$ cat src/rtl/rand_engine_arbiter.sv
// Round-robin arbiter sharing one random-number engine among NREQ requesters.
// Optional WAIT-state watchdog enabled by defining RAND_ARB_TIMEOUT_EN.
module rand_engine_arbiter #(
   parameter int NREQ    = 4,
   parameter int NBITS   = 32,
   parameter int TIMEOUT = 1024
) (
   input  logic             clk,
   input  logic             rst,
   input  logic [NREQ-1:0]  req_val,
   output logic [NREQ-1:0]  req_rdy,
   output logic [NREQ-1:0]  resp_val,
   input  logic [NREQ-1:0]  resp_rdy,
   output logic [NBITS-1:0] resp_data,
   output logic             eng_go,
   input  logic             eng_done_val,
   input  logic [NBITS-1:0] eng_data,
   output logic             busy
`ifdef RAND_ARB_TIMEOUT_EN
   ,
   output logic             resp_err
`endif
);

   localparam int PW = (NREQ > 1) ? $clog2(NREQ) : 1;

   typedef enum logic [1:0] {
      IDLE  = 2'd0,
      ISSUE = 2'd1,
      WAIT  = 2'd2,
      RESP  = 2'd3
   } state_e;

   state_e           state_q, state_d;
   logic [PW-1:0]    ptr_q, ptr_d;
   logic [PW-1:0]    g_q, g_d;
   logic [NBITS-1:0] data_q, data_d;
   logic [PW-1:0]    win;
   logic [PW-1:0]    win_next;

`ifdef RAND_ARB_TIMEOUT_EN
   localparam int CW = $clog2(TIMEOUT + 1);
   logic [CW-1:0] cnt_q, cnt_d;
   logic          err_q, err_d;
`else
   // Without the watchdog the limit has no hardware; keep it visibly consumed.
   logic [31:0] unused_timeout;
   assign unused_timeout = 32'(TIMEOUT);
`endif

   // First requester at or above ptr, searching upward with wrap-around.
   always_comb begin
      logic       found;
      int         idx;
      win   = '0;
      found = 1'b0;
      idx   = 0;
      for (int i = 0; i < NREQ; i++) begin
         idx = int'(ptr_q) + i;
         if (idx >= NREQ) idx = idx - NREQ;
         if (!found && req_val[PW'(idx)]) begin
            found = 1'b1;
            win   = PW'(idx);
         end
      end
      win_next = (win == PW'(NREQ - 1)) ? '0 : win + PW'(1);
   end

   // NOTE: every combinational output and next-state gets a default first so no latch is inferred.
   always_comb begin
      state_d   = state_q;
      ptr_d     = ptr_q;
      g_d       = g_q;
      data_d    = data_q;
      req_rdy   = '0;
      resp_val  = '0;
      resp_data = '0;
      eng_go    = 1'b0;
      busy      = (state_q != IDLE);
`ifdef RAND_ARB_TIMEOUT_EN
      cnt_d     = cnt_q;
      err_d     = err_q;
      resp_err  = 1'b0;
`endif
      case (state_q)
         IDLE: begin
            if (|req_val) begin
               req_rdy = NREQ'(1) << win;
               g_d     = win;
               ptr_d   = win_next;
               state_d = ISSUE;
            end
         end
         ISSUE: begin
            eng_go  = 1'b1;
            state_d = WAIT;
`ifdef RAND_ARB_TIMEOUT_EN
            cnt_d   = '0;
`endif
         end
         WAIT: begin
            if (eng_done_val) begin
               data_d  = eng_data;
               state_d = RESP;
`ifdef RAND_ARB_TIMEOUT_EN
               err_d   = 1'b0;
`endif
            end
`ifdef RAND_ARB_TIMEOUT_EN
            else if (cnt_q == CW'(TIMEOUT - 1)) begin
               data_d  = '0;
               err_d   = 1'b1;
               state_d = RESP;
            end else begin
               cnt_d = cnt_q + CW'(1);
            end
`endif
         end
         RESP: begin
            resp_val  = NREQ'(1) << g_q;
            resp_data = data_q;
`ifdef RAND_ARB_TIMEOUT_EN
            resp_err  = err_q;
`endif
            if (resp_rdy[g_q]) state_d = IDLE;
         end
         default: state_d = IDLE;
      endcase
   end

   // NOTE: sequential state uses non-blocking assignments so all flops update together at the edge.
   always_ff @(posedge clk) begin
      if (rst) begin
         state_q <= IDLE;
         ptr_q   <= '0;
         g_q     <= '0;
         data_q  <= '0;
`ifdef RAND_ARB_TIMEOUT_EN
         cnt_q   <= '0;
         err_q   <= 1'b0;
`endif
      end else begin
         state_q <= state_d;
         ptr_q   <= ptr_d;
         g_q     <= g_d;
         data_q  <= data_d;
`ifdef RAND_ARB_TIMEOUT_EN
         cnt_q   <= cnt_d;
         err_q   <= err_d;
`endif
      end
   end

endmodule

$ cat config.mk
export PLATFORM = sky130hd
export DESIGN_NAME = rand_engine_arbiter
export DESIGN_NICKNAME = d
export VERILOG_FILES = /design/src/rtl/rand_engine_arbiter.sv
export SDC_FILE = /design/constraint.sdc
export NUM_CORES = 1
export LEC_CHECK = 0
export BUFFER_PORTS_ARGS = -buffer_cell sky130_fd_sc_hd__buf_2
export CAP_MARGIN = 10
export CORE_MARGIN = 8
export CORE_UTILIZATION = 42
export DETAILED_ROUTE_END_ITERATION = 12
export HOLD_SLACK_MARGIN = 0.03
export PLACE_DENSITY = 0.85
export SLEW_MARGIN = 5
export SYNTH_ARGS = -nofsm -noshare
export SYNTH_HDL_FRONTEND = slang
export SYNTH_SLANG_ARGS = --single-unit
$ cat constraint.sdc
create_clock -name clk -period 1.4 [get_ports clk]
set_input_delay 0.07 -clock clk [delete_from_list [all_inputs] [get_ports clk]]
set_output_delay 0.07 -clock clk [all_outputs]
set_load 0.1 [all_outputs]
# == Yosys cells after proc, flatten, opt, wreduce, memory -nomap -nowiden ==
# Index checks and enable logic that the tools add are counted.
# classes
n_lt_le_gt_ge,9
add_sub_neg,8
n_mul,0
eq_ne,7
n_shift,2
n_reduce_logical,12
div,0
bitwise,0
n_mux,35
# op_table
operator,count
2-to-1 mux 32 bit,1
2-to-1 mux 2 bit,12
< comparator 2 x 4 -> 1 bit (second input constant),4
2-to-1 mux 1 bit,13
2-to-1 mux 4 bit,3
binary-select mux 1 bit (select 2 bit),5
>= comparator 3 bit (second input constant),3
one-hot mux 2 bit (4 select lines),1
<< shifter 1 x 2 -> 4 bit (first input constant),2
subtractor 2 x 1 -> 2 bit (second input constant),4
adder 2 x 2 -> 3 bit (second input constant),2
equality test 2 bit (second input constant),3
inequality test 2 bit (second input constant),3
AND reduction 2 bit,2
OR reduction 4 bit,1
adder 2 x 1 -> 3 bit (second input constant),1
>= comparator 2 x 3 -> 1 bit (second input constant),1
logical AND 1 bit,3
zero test 1 bit,3
< comparator 2 x 3 -> 1 bit (second input constant),1
AND reduction 3 bit,1
adder 2 x 1 -> 2 bit (second input constant),1
equality test 2 x 1 -> 1 bit (second input constant),1
zero test 2 bit,1
nonzero test 2 bit,1
# word_totals
regBits,38
inputBits,43
latch_bits,0
rom_bits,0
memories,0
ramBits,0

# == Logic depth before layout (Yosys ltp) ==
# Gate-level depths: netlist of the first run.
# depth
word_depth,18
depth_mapped,7
ltp_nobuf,7

# == Least setup slack after synthesis of the first run ==
# Ideal clock, no wire load.
# synth_path
kind,reg-to-output
from,register state_q[0]
to,output port req_rdy[0]
path_slack_ps,-944
t_required_ps,1330
path_stages_with_launch,6
arrival_time_ps,2274
cell_sequence,dfxtp_1 inv_1 ha_1 inv_1 nor2_1 and2_1
# synth_via
elab_chain_cells,2
# synth_rtl
item,line_no,rtl
start: declaration,34,"state_e state_q, state_d;"
start signal: assignment,143,state_q <= state_d;
zero test 2 bit,85,case (state_q)
2-to-1 mux 4 bit,85,
end: declaration,11,"output logic [NREQ-1:0] req_rdy,"
# No other way between the ends.

# == Worst setup path in the final report of the first run ==
# layout_path
from,register ptr_q[0]
to,output port req_rdy[2]
# layout_via
elab_chain_cells,18
elab_cells_between_ends,43
classes_between,add/sub: 7; order compare: 4; shift: 1; mux: 25; reduce/logical: 6
# layout_rtl
item,line_no,rtl
start: declaration,35,"logic [PW-1:0] ptr_q, ptr_d;"
start signal: assignment,144,ptr_q <= ptr_d;
"parallel branches: the longest is 14 deep, another holds adder 2 x 1 -> 3 bit",n/a,
2-to-1 mux 2 bit *,61,if (!found && req_val[PW'(idx)]) begin
via win[0],38,logic [PW-1:0] win;
<< shifter 1 x 2 -> 4 bit *,88,req_rdy = NREQ'(1) << win;
2-to-1 mux 4 bit *,87,if (|req_val) begin
2-to-1 mux 4 bit *,85,
# Mark *: on every way through the listed nets, which the timed path passes. The select of a mux whose other input is x is not followed.

==> results of run 1 <==
flip-flops by register name (all words and copies together), names as in the netlist:
signal,count
g_q,2
data_q,32
state_q,2
ptr_q,2
critical path: stages, from the launching register on:
cell and delay (ns):
dfxtp_4 0.38, nor2b_4 0.05, o21a_1 0.18, nor3_2 0.21
inv_1 0.15, ha_2 0.22, and2_4 0.14, buf_12 0.16
routing by layer:
metal | share of wire | global-route usage | up-vias
li1 | - | - | 1045
met1 | 0.36 | 0.2163 | 1105
met2 | 0.53 | 0.4215 | 147
met3 | 0.074 | 0.08643 | 30
met4 | 0.043 | 0.1211 | 0
met5 | 0 | 0 | -
power by group through the flow:
stage               Clock (W)  Sequential, W  Combinational (W)
floorplan                   0        0.00137            0.00158
global placement            0        0.00138            0.00231
detailed placement          0        0.00140            0.00239
CTS                  0.000921        0.00143            0.00286
global route         0.000992        0.00146            0.00356
finish               0.000941        0.00144            0.00345
metrics by stage:
| step | area, um2 | hold slack, ns | util | total power (W) |
|---|---|---|---|---|
| floorplan | 1937 | 0.2060 | - | 0.002951 |
| global placement | 3103 | 0.3102 | 0.7277 | 0.003687 |
| detailed placement | 3103 | 0.3160 | 0.7277 | 0.003794 |
| CTS | 3784 | 0.03270 | 0.8873 | 0.005211 |
| global route | 3990 | 0.03803 | 0.9357 | 0.006013 |
| finish | 3993 | 0.03457 | 0.9363 | 0.005832 |
final cells by class:
class / instances / share of cell area
flip-flops and latches: 38 / 0.1946
clock inverters: 1 / 0.007521
inverters: 7 / 0.008775
repair buffers: 142 / 0.4262
diodes: 1 / 0.0006268
clock buffers: 7 / 0.01912
well taps: 52 / 0.01630
multi-input cells: 181 / 0.3269
cell usage in the layout (no fill, tap or decap), types with 4 or more instances in the layout:
cell | netlist | routed
nand2_1 | 66 | 64
buf_12 | 0 | 45
buf_2 | 2 | 42
and2_4 | 0 | 37
dfxtp_1 | 38 | 33
a21oi_1 | 35 | 28
dlygate4sd3_1 | 0 | 27
buf_4 | 0 | 14
buf_6 | 0 | 8
a21oi_2 | 0 | 7
ha_4 | 0 | 6
nor2_4 | 0 | 5
clkbuf_8 | 0 | 5
dfxtp_4 | 0 | 4
path summary, 6_finish.rpt:
| check | slack (ns) | cells after the start | to | startpoint |
|---|---|---|---|---|
| setup reg to reg | -0.16 | 7 | ptr_q[1] | ptr_q[0] |
| hold / removal | 0.03 | 3 | data_q[31] | eng_data[31] |
| hold reg to reg | 0.46 | 2 | data_q[22] | data_q[22] |
| setup / recovery | -0.46 | 7 | req_rdy[2] | ptr_q[0] |
cell families after synthesis:
family,synth area share
AOI/OAI and AO/OA,0.1353
buffers and inverters,0.04444
and+or+nand+nor,0.3267
muxes,0.02324
DFF,0.4156
adders and majority gates,0.05468
what timing repair did:
action / CTS / global route
pin swaps: 18 / 6
endpoints found under the setup margin: 44 / 79
hold buffers: 26 / 1
gates cloned: 2 / 2
buffers inserted: 4 / 8
resized for setup: 76 / 31
hold endpoints to repair: 26 / 1
==> run metrics, run 1 <==
wirelength, routed=around 9400 um; clk buf depth=2; Post-synth EDFFs=0; IO Count=85; clock-pin slew on the worst setup and hold paths=0.08 ns; CTS tree=done; drt pass-1 iters=4; drc violations=0; setup TNS=-10.74 ns; footprint of the multi-input gates=roughly 1300 um2; Via density=5.424; count leader, synth=nand2_1; DRT antenna net count=0; cell count after synthesis=240; total CTS buffers=5; maximum vdd drop=roughly 0.0010 V; port bufs=84; min Tclk post-route=between 1.5 and 2 ns; Reg power frac=0.248; layout cell share with drive strength beyond 1=0.5319; placed cell count=378; asr flop ratio synth=0; ranking of synthesized cells by area=dfxtp_1 42%, nand2_1 14%, and2_1 13%; max-slew headroom at the worst pin=0.6898; Setup crit end kind=output pin; Synth Net Count=about 290; Main synth FF type=dfxtp_1; DP Wirelength=around 4500 um; CP startpoint kind=register; Clk network pwr share=0.161; grt total ovfl=0; clk root buf=clkbuf_8; crit path setup slack, layout=-0.4610 ns; Placeable Area=between 4000 and 5000 um2; Hold Crit Class=primary input to register; die area=6726 um2; Final Setup Violations=47; routed vias=around 2,300; vias in the first global route=between 2,000 and 2,500; Post-Layout Cell Count=~430; initial antenna violation count=0; row cnt=24; number of clock sinks=38; RSZ-0062 raised after global routing=yes; DIE WIDTH=82.02 um; iteration-0 DRC count of the detailed router=about 200; initial core utilization=0.4293; Max Cap Violations=0; Net Sw Power=between 0.002 and 0.003 W; die height=between 80 and 90 um; Sw Ratio=0.4329; #FFs+latches synth=38; Synth Area per Inst=between 7 and 8 um2; register area share after synthesis=0.4156; synthesized cell area=1831 um2; Seq. cell area=roughly 780 um2; worst-skew pair later-pin latency=around 0.3 ns; Int Pwr=between 0.003 and 0.004 W; critical path class=register to output pin; critical path peak fanout=3; WL/cell=~22 um; placer congestion estimate=~0.79; yosys warns=0; first-pass GRT wire length=~12,000 um; fin nets=roughly 430; Worst-Margin Slew=~0.47 ns; Fillers=136; Post-synth top cells=66 x nand2_1, 38 x dfxtp_1, 37 x and2_1; Pwr Density=about 1500 nW/um2; status=finished, violations left; FMAX=around 0.54 GHz; post-synth top area cell=dfxtp_1; violated checks=negative setup slack; Critical Path AT=~1.8 ns; largest net degree at the start of global routing=23; Critical Path RT=between 1 and 1.5 ns; Synth cell types=25; top cell type's share of synthesized area=0.4156; clk_skew=~0.0064 ns; H-tree Lvls=2; GRT Util Overall=0.2296; endpoints failing hold=0; combinational group share of total power=0.591; Area Overhead vs Synth=118.1%; pre-CTS setup slack=-0.2374 ns; final period utilization=1.329; Slew Viols, Final=0; leakage power=between 1.5 and 2 nW
Note: power is estimated with default switching activity, not from simulation.
==> run 2, diff against run 1 <==
--- a/config.mk
+++ b/config.mk
@@ -7,6 +7,7 @@
 export LEC_CHECK = 0
 export BUFFER_PORTS_ARGS = -buffer_cell sky130_fd_sc_hd__buf_2
 export CAP_MARGIN = 10
+export CORE_ASPECT_RATIO = 0.75
 export CORE_MARGIN = 8
 export CORE_UTILIZATION = 42
 export DETAILED_ROUTE_END_ITERATION = 12
==> run metrics, run 2 <==
status=aborted with a tool error; Halt Stage=5_1_grt; First Err=[ERROR DPL-0038] Utilization greater than 100%, impossible to legalize; count leader, synth=nand2_1; row cnt=20 (-17%); IO Count=85 (unchanged); #FFs+latches synth=38 (unchanged); Post-synth EDFFs=0 (unchanged); placer congestion estimate=0.8762 (+10%); DP Wirelength=4420 um (-1.0%); die height=73.18 um (-11%); yosys warns=0 (unchanged); synthesized cell area=1831 um2 (unchanged); H-tree Lvls=2 (unchanged); top cell type's share of synthesized area=0.4156 (unchanged); number of clock sinks=38 (unchanged); Synth Area per Inst=7.627 um2 (unchanged); ranking of synthesized cells by area=dfxtp_1 42%, nand2_1 14%, and2_1 13%; Main synth FF type=dfxtp_1; worst endpoint type=top-level output; register area share after synthesis=0.4156 (unchanged); total CTS buffers=5 (unchanged); post-synth top area cell=dfxtp_1; DIE WIDTH=92.23 um (+12%); Synth Net Count=291 (unchanged); Post-synth top cells=66 x nand2_1, 38 x dfxtp_1, 37 x and2_1; largest net degree at the start of global routing=33; worst_ep grt=req_rdy[3]; cell count after synthesis=240 (unchanged); port bufs=84 (unchanged); initial core utilization=0.4433 (+0.01405); Synth cell types=25 (unchanged); clk buf depth=2 (unchanged); clk root buf=clkbuf_8; asr flop ratio synth=0 (unchanged)
[run 2: cell counts after synthesis]
No cell type changed its count.
[run 2: cells by family after synthesis]
family                   after synthesis  share of synthesized area
AO/OA/AOI/OAI                         44                     0.1353
adder cells (fa/ha/maj)                8                    0.05468
buffers and inverters                 21                    0.04444
flip-flops                            38                     0.4156
multiplexers                           4                    0.02324
AND/OR/NAND/NOR                      125                     0.3267
[run 2: metrics by stage]
stage	setup WS [ns]	instances	setup TNS, ns	area (um2)	hold WS [ns]
after CTS	-0.3496	426	-6.353	3797	0.04610
after detailed placement	-0.2461	385	-0.9951	3137	0.3164
after floorplan	-0.3682	240	-2.638	1937	0.2060
after global placement	-0.1354	385	-0.3445	3137	0.3104
[run 2: what timing repair did]
action,in CTS
gates resized for setup,74
gates cloned,0
endpoints found under the hold margin,30
hold buffers,30
pin swaps,13
setup endpoints to repair,43
setup buffers,3
==> run 3, diff against run 2 <==
--- a/config.mk
+++ b/config.mk
@@ -7,12 +7,10 @@
 export LEC_CHECK = 0
 export BUFFER_PORTS_ARGS = -buffer_cell sky130_fd_sc_hd__buf_2
 export CAP_MARGIN = 10
-export CORE_ASPECT_RATIO = 0.75
 export CORE_MARGIN = 8
-export CORE_UTILIZATION = 42
+export CORE_UTILIZATION = 30
 export DETAILED_ROUTE_END_ITERATION = 12
-export HOLD_SLACK_MARGIN = 0.03
-export PLACE_DENSITY = 0.85
+export PLACE_DENSITY_LB_ADDON = 0.15
 export SLEW_MARGIN = 5
 export SYNTH_ARGS = -nofsm -noshare
 export SYNTH_HDL_FRONTEND = slang
==> constraint.sdc (replaced) <==
create_clock -name clk -period 1.82 [get_ports clk]
set_input_delay 0.091 -clock clk [delete_from_list [all_inputs] [get_ports clk]]
set_output_delay 0.091 -clock clk [all_outputs]
set_load 0.1 [all_outputs]
==> run metrics, run 3 (synthesis gave the netlist of run 1 again) <==
Largest Register=data_q; port bufs=84 (unchanged); Clk network pwr share=0.239; GRT Util Overall=0.1229; RSZ-0062 raised after global routing=yes; CP startpoint kind=register; Reg power frac=0.283; Final Setup Violations=4; DP Wirelength=4007 um (-9.3%); fin nets=roughly 380; DIE WIDTH=94.12 um (+2.0%); DRT antenna net count=0; Max Cap Violations=0; FMAX=between 0.5 and 0.6 GHz; iteration-0 DRC count of the detailed router=77; die area=just under 9000 um2; max reg flops=32; final period utilization=1.022; layout cell share with drive strength beyond 1=0.3823; Setup crit end kind=output pin; crit path setup slack, layout=-0.03928 ns; critical path class=register to output pin; Int Pwr=~0.0022 W; clk_skew=0.003926 ns; drc violations=0; Sw Ratio=0.4099; global-route met1 utilization=0.1417; placer congestion estimate=0.8106 (-7.5%); combinational group share of total power=0.477; die height=94.12 um (+29%); WL/cell=13.44 um; Via density=~4.5; CTS tree=done; worst-skew pair later-pin latency=0.29 ns; number of diodes=0; endpoints failing hold=0; Critical Path AT=1.77 ns; met2 Resource Use GR=0.2030; first-pass GRT wire length=around 8500 um; number of clock sinks=38 (unchanged); Worst-Margin Slew=0.5268 ns; maximum vdd drop=~0.0008 V; Pwr Density=between 1000 and 1500 nW/um2; grt total ovfl=0; Placeable Area=around 6000 um2; initial antenna violation count=0; drt pass-1 iters=4; most frequent cells in the layout=66 x nand2_1, 44 x buf_2, 40 x buf_12; Critical Path RT=1.73 ns; Area Overhead vs Synth=75.74%; leakage power=about 1.3 nW; Net Sw Power=approximately 0.0015 W; layer with the highest usage=met2; routed vias=roughly 1,800; Hold WS=0.03126 ns; max-slew headroom at the worst pin=0.6458; clock-pin slew on the worst setup and hold paths=0.08 ns; violated checks=negative setup slack; status=finished, violations left; total CTS buffers=5 (unchanged); CTS Hold Buffers Added=0 (-100%); Critical Path Start=ptr_q[0]; GR Util met3=0.04556; Fillers=580; H-tree Lvls=2 (unchanged); vias in the first global route=between 1,500 and 2,000; commonest non-fill, non-tap cell in the layout=nand2_1; clk buf depth=2 (unchanged); critical path peak fanout=4; RR Startpoint=ptr_q[0]; largest net degree at the start of global routing=33; min Tclk post-route=about 1.9 ns; wirelength, routed=~5400 um; pre-CTS setup slack=0.1310 ns (+0.3770 ns); hold path start=eng_data[22]; Slew Viols, Final=0; row cnt=28 (+40%); initial core utilization=0.3092 (-0.1342); Hold Crit Class=primary input to register; clk root buf=clkbuf_8; IO Count=85 (unchanged)
-- run 3: power groups by stage --
stage / clock network [W] / registers, W / logic, W
after floorplan: 0 / 0.00103 / 0.00120
after global placement: 0 / 0.00105 / 0.00163
after detailed placement: 0 / 0.00105 / 0.00165
after CTS: 0.000910 / 0.00104 / 0.00167
after global routing: 0.000946 / 0.00106 / 0.00189
final: 0.000881 / 0.00104 / 0.00176
-- run 3: area by class of cell --
type / instances / area (um2) / share of cell area
inverters: 7 / 30.03 / 0.009335
clock buffers: 6 / 82.58 / 0.02567
repair buffers: 93 / 1100 / 0.3419
multi-input cells: 181 / 1087 / 0.3380
clock inverters: 2 / 60.06 / 0.01867
flip-flops and latches: 38 / 763.2 / 0.2373
well taps: 75 / 93.84 / 0.02917
-- run 3: path summary, 6_finish.rpt --
| check | end | slack, ns | cells past startpoint |
|---|---|---|---|
| setup / recovery | req_rdy[1] | -0.04 | 7 |
| setup reg to reg | ptr_q[1] | 0.28 | 7 |
| hold reg to reg | data_q[16] | 0.45 | 2 |
| hold / removal | data_q[22] | 0.03 | 3 |
-- run 3: routing by layer --
metal	vias to the layer above	routed length, um
met5	-	0
met2	53	2710
met4	0	72
met3	5	380
li1	936	-
met1	799	2239
-- run 3: what timing repair did --
item                                    in CTS  in global routing
endpoints found under the setup margin       4                 21
setup buffers                                0                  3
pin swaps                                    1                  5
gates resized for setup                      3                 18
-- run 3: critical path: stages, from the launching register on --
cell and delay, ns:
dfxtp_2 0.35, nor2b_2 0.05, o21a_1 0.20, nor3_4 0.30, buf_6 0.16, ha_4 0.11, and2_4 0.14, buf_12 0.16
-- run 3: per-stage QoR --
| step | area (um2) | total power, W | util | TNS, ns | cells |
|---|---|---|---|---|---|
| global placement | 2969 | 0.002680 | 0.5015 | 0 | 391 |
| detailed placement | 2969 | 0.002706 | 0.5015 | 0 | 391 |
| floorplan | 1864 | 0.002231 | - | -0.9373 | 240 |
| finish | 3217 | 0.003683 | 0.5433 | -0.08241 | 402 |
| global route | 3217 | 0.003896 | 0.5433 | -0.3564 | 402 |
| CTS | 3129 | 0.003617 | 0.5285 | 0 | 399 |
==> run 4, diff against run 3 <==
--- a/config.mk
+++ b/config.mk
@@ -10,6 +10,7 @@
 export CORE_MARGIN = 8
 export CORE_UTILIZATION = 30
 export DETAILED_ROUTE_END_ITERATION = 12
+export HOLD_SLACK_MARGIN = 0.12
 export PLACE_DENSITY_LB_ADDON = 0.15
 export SLEW_MARGIN = 5
 export SYNTH_ARGS = -nofsm -noshare
==> constraint.sdc (replaced) <==
create_clock -name clk -period 1.82 [get_ports clk]
set_input_delay 0 -clock clk [delete_from_list [all_inputs] [get_ports clk]]
set_output_delay 0 -clock clk [all_outputs]
set_load 0.1 [all_outputs]
==> run metrics, run 4 (synthesis gave the netlist of run 1 again) <==
status=finished, final reports clean; Sw Ratio=0.4263 (+0.01639); maximum vdd drop=0.0005496 V (-32%); port bufs=84 (unchanged); wirelength, routed=5910 um (+9.4%); Total Power=0.003446 W (-6.4%); largest net degree at the start of global routing=33 (unchanged); design area=3407 um2 (+5.9%); initial antenna violation count=0 (unchanged); clock-pin slew on the worst setup and hold paths=0.07 ns (about the same); placer congestion estimate=0.7741 (-4.5%); max reg flops=32 (unchanged); Setup crit end kind=output pin; slowest cell delay on critical path=0.32 ns (-0.03 ns); iteration-0 DRC count of the detailed router=145 (+88%); Int Pwr=0.001977 W (-9.0%); Slew Viols, Final=0 (unchanged); die area=8858 um2 (unchanged); crit-path cells=nand2b_1 > nor2b_1 > o22ai_2 > ha_1 > and2_4 > buf_4; endpoints failing hold=0 (unchanged); R2R cell count=7 (unchanged); Max Cap Violations=0 (unchanged); Placeable Area=5921 um2 (unchanged); clk_skew=0.005714 ns (+0.001787 ns); CP max-delay cell=dfxtp_1; placed cell count=393 (+0.51%); family with the most delay on the worst path=simple AND/OR/NAND/NOR gates; number of clock sinks=38 (unchanged); grt total ovfl=0 (unchanged); initial core utilization=0.3092 (unchanged); clk root buf=clkbuf_8; worst-skew pair later-pin latency=0.29 ns (about the same); min Tclk post-route=1.726 ns (-0.1329 ns); CTS tree=done; Critical Path RT=1.82 ns (+0.09 ns); DP Wirelength=4076 um (+1.7%); fin nets=408 (+8.2%); drt pass-1 iters=3 (-1); Largest Register=data_q; footprint of the multi-input gates=1030 um2 (-5.3%); GRT Util Overall=0.1364 (+0.01350); Hold Crit Class=primary input to register; worst path buffer plus inverter count=1 (-1); reg2reg setup slack=0.33 ns (+0.05 ns); Via density=4.398 (-1.4%); leakage power=1.403 nW (+7.6%); hold path endpoint=ptr_q[1]; hold path start=rst; layout cell share with drive strength beyond 1=0.3109 (-0.07134); Final Setup Violations=0 (-4); Post-Layout Cell Count=432 (+7.5%); Reg power frac=0.300 (+0.017); IO Count=85 (unchanged); RR Startpoint=ptr_q[0]; critical path peak fanout=3 (-1); row cnt=28 (unchanged); drc violations=0 (unchanged); Clk network pwr share=0.210 (-0.029); clk buf depth=2 (unchanged); Net Sw Power=0.001469 W (-2.7%); Worst-Margin Slew=0.5238 ns (-0.003034 ns); critical path class=register to output pin; commonest non-fill, non-tap cell in the layout=nand2_1; Area Overhead vs Synth=86.12%; first-pass GRT wire length=9522 um (+11%); number of diodes=0 (unchanged); CP startpoint kind=register; Crit Reg-Reg Endpoint=ptr_q[1]; Critical Path AT=1.73 ns (-0.04 ns); DIE WIDTH=94.12 um (unchanged); DRT antenna net count=0 (unchanged); total CTS buffers=5 (unchanged); DP Area=2944 um2 (-0.84%); WL/cell=13.68 um (+1.8%); Fillers=528 (-9.0%); vias in the first global route=1,939 (+12%); H-tree Lvls=2 (unchanged); max-slew headroom at the worst pin=0.6479 (+0.002039); most frequent cells in the layout=66 x nand2_1, 44 x buf_2, 38 x dfxtp_1, 38 x buf_12, 35 x a21oi_1; setup TNS=0 ns (+0.08241 ns); die height=94.12 um (unchanged); FMAX=0.5793 GHz (+7.7%); routed vias=1,900 (+6.0%); Seq. cell area=760.7 um2 (-0.33%); final period utilization=0.9485 (-0.07303); hold path depth=2 (-1); combinational group share of total power=0.489 (+0.012); Pwr Density=1011 nW/um2 (-12%); Hold WS=0.1496 ns (+0.1184 ns)
-- run 4: worst register-to-register path, delay by kind of cell, from the launching register on --
kind / cells / cell delay [ns]
adder cells (fa/ha/maj): 1 / 0.27
multiplexers: 1 / 0.13
AO/OA/AOI/OAI: 1 / 0.20
AND/OR/NAND/NOR: 3 / 0.36
flip-flops: 1 / 0.32
buffers and inverters: 1 / 0.09
-- run 4: per-stage QoR --
| stage | utilization | setup slack [ns] |
|---|---|---|
| 2_1_floorplan | - | -0.1217 |
| 3_3_place_gp | 0.4973 | 0.2793 |
| 3_5_place_dp | 0.4973 | 0.2246 |
| 4_1_cts | 0.5723 | 0.04074 |
| 5_1_grt | 0.5754 | -0.01220 |
| 6_report | 0.5754 | 0.09364 |
-- run 4: layout make-up --
type                       instances  share of cell area
clock buffer                       6             0.02424
sequential                        38              0.2233
timing repair buffer             124              0.4051
multi-input combinational        181              0.3022
clock inverter                     1            0.008814
inverter                           7            0.008814
tap                               75             0.02754
-- run 4: power groups by stage --
stage          registers (W)  logic [W]  clock network (W)
2_1_floorplan        0.00103    0.00117                  0
3_3_place_gp         0.00105    0.00156                  0
3_5_place_dp         0.00105    0.00158                  0
4_1_cts              0.00104    0.00165           0.000752
5_1_grt              0.00105    0.00182           0.000792
6_report             0.00104    0.00169           0.000725
-- run 4: per-layer routing --
| layer | GRT usage | wire (um) | vias up |
|---|---|---|---|
| li1 | - | - | 997 |
| met1 | 0.1489 | 2416 | 842 |
| met2 | 0.2299 | 2871 | 52 |
| met3 | 0.05675 | 498 | 9 |
| met4 | 0.05152 | 124 | 0 |
| met5 | 0 | 0 | - |
-- run 4: worst max path at each step --
| stage | start | endpoint | slack, ns | depth (start not counted) |
|---|---|---|---|---|
| floorplan | state_q[1] | resp_val[0] | -0.12 | 3 |
| global placement | ptr_q[0] | req_rdy[0] | 0.28 | 6 |
| detailed placement | ptr_q[0] | req_rdy[0] | 0.22 | 6 |
| CTS | ptr_q[0] | req_rdy[2] | 0.04 | 7 |
| global route | ptr_q[0] | req_rdy[0] | -0.01 | 7 |
| finish | ptr_q[0] | req_rdy[0] | 0.09 | 6 |
-- run 4: what timing repair did --
item                                   CTS  global route
buffers inserted                         0             0
hold buffers                            32             0
resized for setup                        3             3
setup endpoints to repair                2             4
endpoints found under the hold margin   32             0
